<file path="src/rtl/cmp_sched_pkg.sv">
// Shared definitions for the shared 2-bit comparator scheduler:
// FSM state encoding, digit width and the digit-count helper.
package cmp_sched_pkg;

    typedef enum logic [1:0] {
        IDLE = 2'd0,
        RUN  = 2'd1,
        DONE = 2'd2
    } state_t;

    localparam int DIGIT_W = 2;

    // Number of 2-bit digits in a WIDTH-bit operand.
    function automatic int ndig_of(input int width);
        return width / DIGIT_W;
    endfunction

endpackage

</file>
<file path="src/rtl/cmp2_slice.sv">
// Purely combinational 2-bit unsigned magnitude comparator. This is the
// single shared comparator resource; exactly one instance exists.
module cmp2_slice (
    input  logic [1:0] a,
    input  logic [1:0] b,
    output logic       gt,
    output logic       lt,
    output logic       eq
);

    // One-hot unsigned comparison of one digit.
    always_comb begin
        gt = (a > b);
        lt = (a < b);
        eq = (a == b);
    end

endmodule

</file>
<file path="src/rtl/shared_compare_sched.sv">
// Round-robin scheduler that serialises WIDTH-bit unsigned comparisons from
// two requesters through one shared 2-bit comparator slice, MSB digit first.
// Optional build macro SHARED_COMPARE_SCHED_EARLY_EXIT_EN: when defined the
// scan stops at the first differing digit; otherwise all digits are always
// scanned (constant latency) and the first differing digit decides.
module shared_compare_sched
    import cmp_sched_pkg::*;
#(
    parameter int WIDTH = 8
) (
    input  logic             clk,
    input  logic             rst,
    input  logic             req0_valid,
    output logic             req0_ready,
    input  logic [WIDTH-1:0] req0_a,
    input  logic [WIDTH-1:0] req0_b,
    input  logic             req1_valid,
    output logic             req1_ready,
    input  logic [WIDTH-1:0] req1_a,
    input  logic [WIDTH-1:0] req1_b,
    output logic             res_valid,
    input  logic             res_ready,
    output logic             res_gt,
    output logic             res_lt,
    output logic             res_eq,
    output logic             res_id
);

    localparam int NDIG  = ndig_of(WIDTH);
    localparam int IDX_W = (NDIG > 1) ? $clog2(NDIG) : 1;

    state_t             state_q, state_d;
    logic               pref_q, pref_d;      // requester favoured on a tie
    logic [WIDTH-1:0]   a_q, a_d, b_q, b_d;
    logic               id_q, id_d;
    logic [IDX_W-1:0]   idx_q, idx_d;
    logic               gt_q, gt_d, lt_q, lt_d, eq_q, eq_d;
`ifndef SHARED_COMPARE_SCHED_EARLY_EXIT_EN
    logic               found_q, found_d;    // a differing digit was already seen
`endif

    logic               grant0, grant1, accept, run_last;
    logic [1:0]         dig_a, dig_b;
    logic               slc_gt, slc_lt, slc_eq;

    // Current digit of the latched operands feeds the shared slice.
    assign dig_a = a_q[{idx_q, 1'b0} +: DIGIT_W];
    assign dig_b = b_q[{idx_q, 1'b0} +: DIGIT_W];

    cmp2_slice u_slice (
        .a  (dig_a),
        .b  (dig_b),
        .gt (slc_gt),
        .lt (slc_lt),
        .eq (slc_eq)
    );

`ifdef SHARED_COMPARE_SCHED_EARLY_EXIT_EN
    assign run_last = !slc_eq || (idx_q == '0);
`else
    assign run_last = (idx_q == '0);
`endif

    // FSM state register.
    always_ff @(posedge clk) begin
        if (rst) state_q <= IDLE;
        else     state_q <= state_d;
    end

    // FSM next-state logic.
    always_comb begin
        state_d = state_q;
        case (state_q)
            IDLE:    if (accept)    state_d = RUN;
            RUN:     if (run_last)  state_d = DONE;
            DONE:    if (res_ready) state_d = IDLE;
            default:                state_d = IDLE;
        endcase
    end

    // FSM outputs: round-robin grant, request readies and result valid.
    always_comb begin
        grant0     = req0_valid && (!req1_valid || !pref_q);
        grant1     = req1_valid && (!req0_valid ||  pref_q);
        req0_ready = !rst && (state_q == IDLE) && grant0;
        req1_ready = !rst && (state_q == IDLE) && grant1;
        accept     = req0_ready || req1_ready;
        res_valid  = (state_q == DONE);
    end

    // Datapath next values: operand capture, digit walk and result capture.
    always_comb begin
        pref_d = pref_q;
        a_d    = a_q;
        b_d    = b_q;
        id_d   = id_q;
        idx_d  = idx_q;
        gt_d   = gt_q;
        lt_d   = lt_q;
        eq_d   = eq_q;
`ifndef SHARED_COMPARE_SCHED_EARLY_EXIT_EN
        found_d = found_q;
`endif
        if (accept) begin
            a_d    = req1_ready ? req1_a : req0_a;
            b_d    = req1_ready ? req1_b : req0_b;
            id_d   = req1_ready;
            pref_d = req0_ready;             // favour the other side next tie
            idx_d  = IDX_W'(NDIG - 1);
`ifndef SHARED_COMPARE_SCHED_EARLY_EXIT_EN
            found_d = 1'b0;
`endif
        end else if (state_q == RUN) begin
`ifdef SHARED_COMPARE_SCHED_EARLY_EXIT_EN
            if (run_last) begin
                gt_d = slc_gt;
                lt_d = slc_lt;
                eq_d = slc_eq;
            end
`else
            // Track the slice until the first differing digit, then freeze.
            if (!found_q) begin
                gt_d = slc_gt;
                lt_d = slc_lt;
                eq_d = slc_eq;
            end
            found_d = found_q || !slc_eq;
`endif
            if (!run_last) idx_d = idx_q - 1'b1;
        end
    end

    // Datapath registers; result and control bits clear on reset.
    always_ff @(posedge clk) begin
        a_q   <= a_d;
        b_q   <= b_d;
        idx_q <= idx_d;
        if (rst) begin
            pref_q <= 1'b0;
            id_q   <= 1'b0;
            gt_q   <= 1'b0;
            lt_q   <= 1'b0;
            eq_q   <= 1'b0;
        end else begin
            pref_q <= pref_d;
            id_q   <= id_d;
            gt_q   <= gt_d;
            lt_q   <= lt_d;
            eq_q   <= eq_d;
        end
    end

`ifndef SHARED_COMPARE_SCHED_EARLY_EXIT_EN
    // Differing-digit flag for the constant-time scan.
    always_ff @(posedge clk) begin
        if (rst) found_q <= 1'b0;
        else     found_q <= found_d;
    end
`endif

    assign res_gt = gt_q;
    assign res_lt = lt_q;
    assign res_eq = eq_q;
    assign res_id = id_q;

endmodule
</file>
<file path="config.mk">
export PLATFORM = sky130hd
export DESIGN_NAME = shared_compare_sched
export DESIGN_NICKNAME = d
export VERILOG_FILES = /design/src/rtl/cmp_sched_pkg.sv /design/src/rtl/cmp2_slice.sv /design/src/rtl/shared_compare_sched.sv
export SDC_FILE = /design/constraint.sdc
export NUM_CORES = 1
export LEC_CHECK = 0
export ABC_AREA = 0
export CORE_MARGIN = 2
export CORE_UTILIZATION = 48
export DETAILED_ROUTE_END_ITERATION = 7
export PLACE_DENSITY = 0.81
export SLEW_MARGIN = 20
export SYNTH_ARGS = -nofsm -noshare
export SYNTH_HDL_FRONTEND = slang
export SYNTH_SLANG_ARGS = --single-unit
</file>
<file path="constraint.sdc">
create_clock -name clk -period 3.75 [get_ports clk]
set_clock_uncertainty 0.2 [all_clocks]
set_input_delay 0.75 -clock clk [delete_from_list [all_inputs] [get_ports clk]]
set_output_delay 0.75 -clock clk [all_outputs]
set_load 0.02 [all_outputs]
</file>
==> metrics.csv <==
metric;value;unit
hold_buffers;0;
finalHoldViolations;0;
drt_iter0_drc;18;
fin_setup_tns;0;ps
ys.flop_type;edfxtp_1;
grt_pass1_wl;3.94;mm
r2r_end;res_lt$_SDFFE_PP0P_;
drv_cap;0;
critPathLaunchType;input pin;
dr.pass1.iters;4;
r2r-start;idx_q[0]$_SDFFE_PP1N_;
worstHoldPathCells;2;
crit_path_max_incr_delay;620;ps
synth.distinct_cells;29;
die_w;55.6;µm
netlist_area;1280;µm²
numCtsBuffers;3;
antenna_found_initial;0;
cpMostUsedCell;clkdlybuf4s50_1;
placedCellCount;165;
insertion_delay;310;ps
fin_crit_sh;89.5;%
synth_edf_count;16;
outcome;complete, no violations;
required;2800;ps
grt_pass1_vias;975;
dp_hpwl;1.82;mm
worst-r2r-cell-count;5;
grt_max_degree;19;
synth.most_common_cell;edfxtp_1;
port-buffer-count;43;
crit_family;buffers and inverters;
cts_root_buffer;clkbuf_4;
drt-vias-per-instance;5.24;
ys_ff_latch;26;
critPathBufInv;2;
rsz0062_at_grt;false;
holdPathEnd;res_gt$_SDFFE_PP0P_;
clk_path_buf_depth;2;
vias;886;
fillers;185;
synthesis.nets;133;
setup_slack;395;ps
dieArea;3090;µm²
clk_pin_slew;140;ps
final-instance-count-excl-fill;169;
critPathKind;in2out;
wl;2.23;mm
reg2reg_slack;1580;ps
ant_nets;0;
multi_input_area;553;µm²
ys_top_cells_by_count;edfxtp_1 (16), dfxtp_1 (10), mux2_2 (9), inv_1 (8);
crit_arrival;2400;ps
power_density;441;nW/µm²
peakVddDrop;0.263;mV
h-tree-depth;1;
fmax;298;MHz
dp_slack;406;ps
synth_largest_area_cell;edfxtp_1;
min_from;res_gt$_SDFFE_PP0P_;
cts_resized;0;
synthCells;93;
gp_congestion;0.782;
fin_crit;3350;ps
core-area;2500;µm²
syn_to_final_growth;38.1;%
endpoint_kind;output port;
slew_viol_final;0;
slew_headroom;58.4;%
diodes;0;
drcViolationCount;0;
power.total;0.778;mW
setup_violations;0;
worst_pin_slew;624;ps
synth_area_leaders;edfxtp_1 (38%), dfxtp_1 (16%), mux2_4 (8.2%), mux2_2 (7.9%), mux4_2 (7.0%);
seq_area;681;µm²
crit_path_cell_trace;clkdlybuf4s50_1, nor3_4, and3_1, clkdlybuf4s50_1;
globalRouteOverflowTotal;0;
worstPathMaxFanout;7;
die_y;55.6;µm
netlist.area_leader.share;37.6;%
drive_gt1_share;20.1;%
io_pins;44;
start_util;51.2;%
yosysSeqAreaShare;53.2;%
leakage;0.698;nW
detail_route.wl_per_cell;13.2;µm
cts_setup_buffers;0;
cts.sinks;26;
cts_tree;done;
synth_warnings;0;
avgSynthCellArea;13.7;µm²
grt_use_total;15.9;%
finalNetCount;180;
critPathSlowestCell;clkdlybuf4s50_1;
num_rows;18;
synthArstFlopShare;0;%
hp-class;reg2reg;
## routing by layer
metal  global-route usage [%]  part of all wire [%]  vias up
li1                         -                     -      435
met1                     17.3                    40      413
met2                     29.3                    53       34
met3                     4.42                   6.2        4
met4                     5.92                  0.63        0
met5                        0                     0        -
## cells in the final DEF, fill, tap and decap left out
cell type and n:
nand3_4 1, nand3_1 1, and2_1 1, nor2_1 1
o211ai_1 2, buf_4 1, o21a_1 1, a21oi_1 4
xnor2_1 1, mux4_2 4, ha_1 3, nand2_1 7
o21ai_0 2, a31o_2 1, or3b_2 1, clkbuf_4 3
edfxtp_1 16, mux2_2 9, dfxtp_1 10, or3b_1 1
clkbuf_1 1, nor3_1 2, mux2_4 7, nor3b_1 1
and3_1 1, nor3_4 1, a22oi_1 1, inv_1 8
clkdlybuf4s50_1 43, nor2b_1 3, nand2b_1 1
## worst max path at each step
| stage | startpoint | cells past startpoint | to | slack, ps |
|---|---|---|---|---|
| 2_1_floorplan | rst | 4 | req1_ready | 1410 |
| 3_3_place_gp | rst | 4 | req0_ready | 430 |
| 3_5_place_dp | rst | 4 | req0_ready | 410 |
| 4_1_cts | rst | 4 | req0_ready | 400 |
| 5_1_grt | rst | 4 | req0_ready | 300 |
| 6_report | rst | 4 | req0_ready | 400 |
## state kept, by name, summed over array words and instances, names as in the netlist
register  flops
a_q           8
b_q           8
idx_q         2
state_q       2
found_q       1
pref_q        1
res_eq        1
res_gt        1
res_id        1
res_lt        1
## power breakdown
group / total, mW / switching [mW] / internal (mW)
Sequential: 0.383 / 0.0366 / 0.347
Clock: 0.118 / 0.0769 / 0.0415
Combinational: 0.276 / 0.115 / 0.161
Total: 0.778 / 0.229 / 0.549
## final cells by class
type                            count  share of cell area [%]
Clock buffer                        4                    1.49
Inverter                            8                    1.70
Multi-Input combinational cell     57                    31.3
Sequential cell                    26                    38.6
Tap cell                           30                    2.13
Timing Repair Buffer               44                    24.8
## stage by stage
| step | hold WS [ps] | util, % | cell area (µm²) |
|---|---|---|---|
| 2_1_floorplan | 274 | - | 1280 |
| 3_3_place_gp | 243 | 69.6 | 1740 |
| 3_5_place_dp | 262 | 69.6 | 1740 |
| 4_1_cts | 281 | 70.6 | 1770 |
| 5_1_grt | 296 | 70.6 | 1770 |
| 6_report | 276 | 70.6 | 1770 |
## worst min-delay path, delay by kind of cell, from the launching register on
family	cells	cell delay (ps)
compound gates	1	60
flops	1	330
simple gates	1	50
## cells by family (layout without fill, tap and decap cells)
logic type | count (synthesis) | after routing | synth area share (%)
flops | 26 | 26 | 53.2
xor+xnor | 1 | 1 | 0.685
simple gates | 22 | 22 | 11.1
mux | 20 | 20 | 23.2
fa+ha+maj | 3 | 3 | 2.94
buf+inv | 10 | 56 | 3.52
compound gates | 11 | 11 | 5.38
Note: power is estimated with default switching activity, not from simulation.
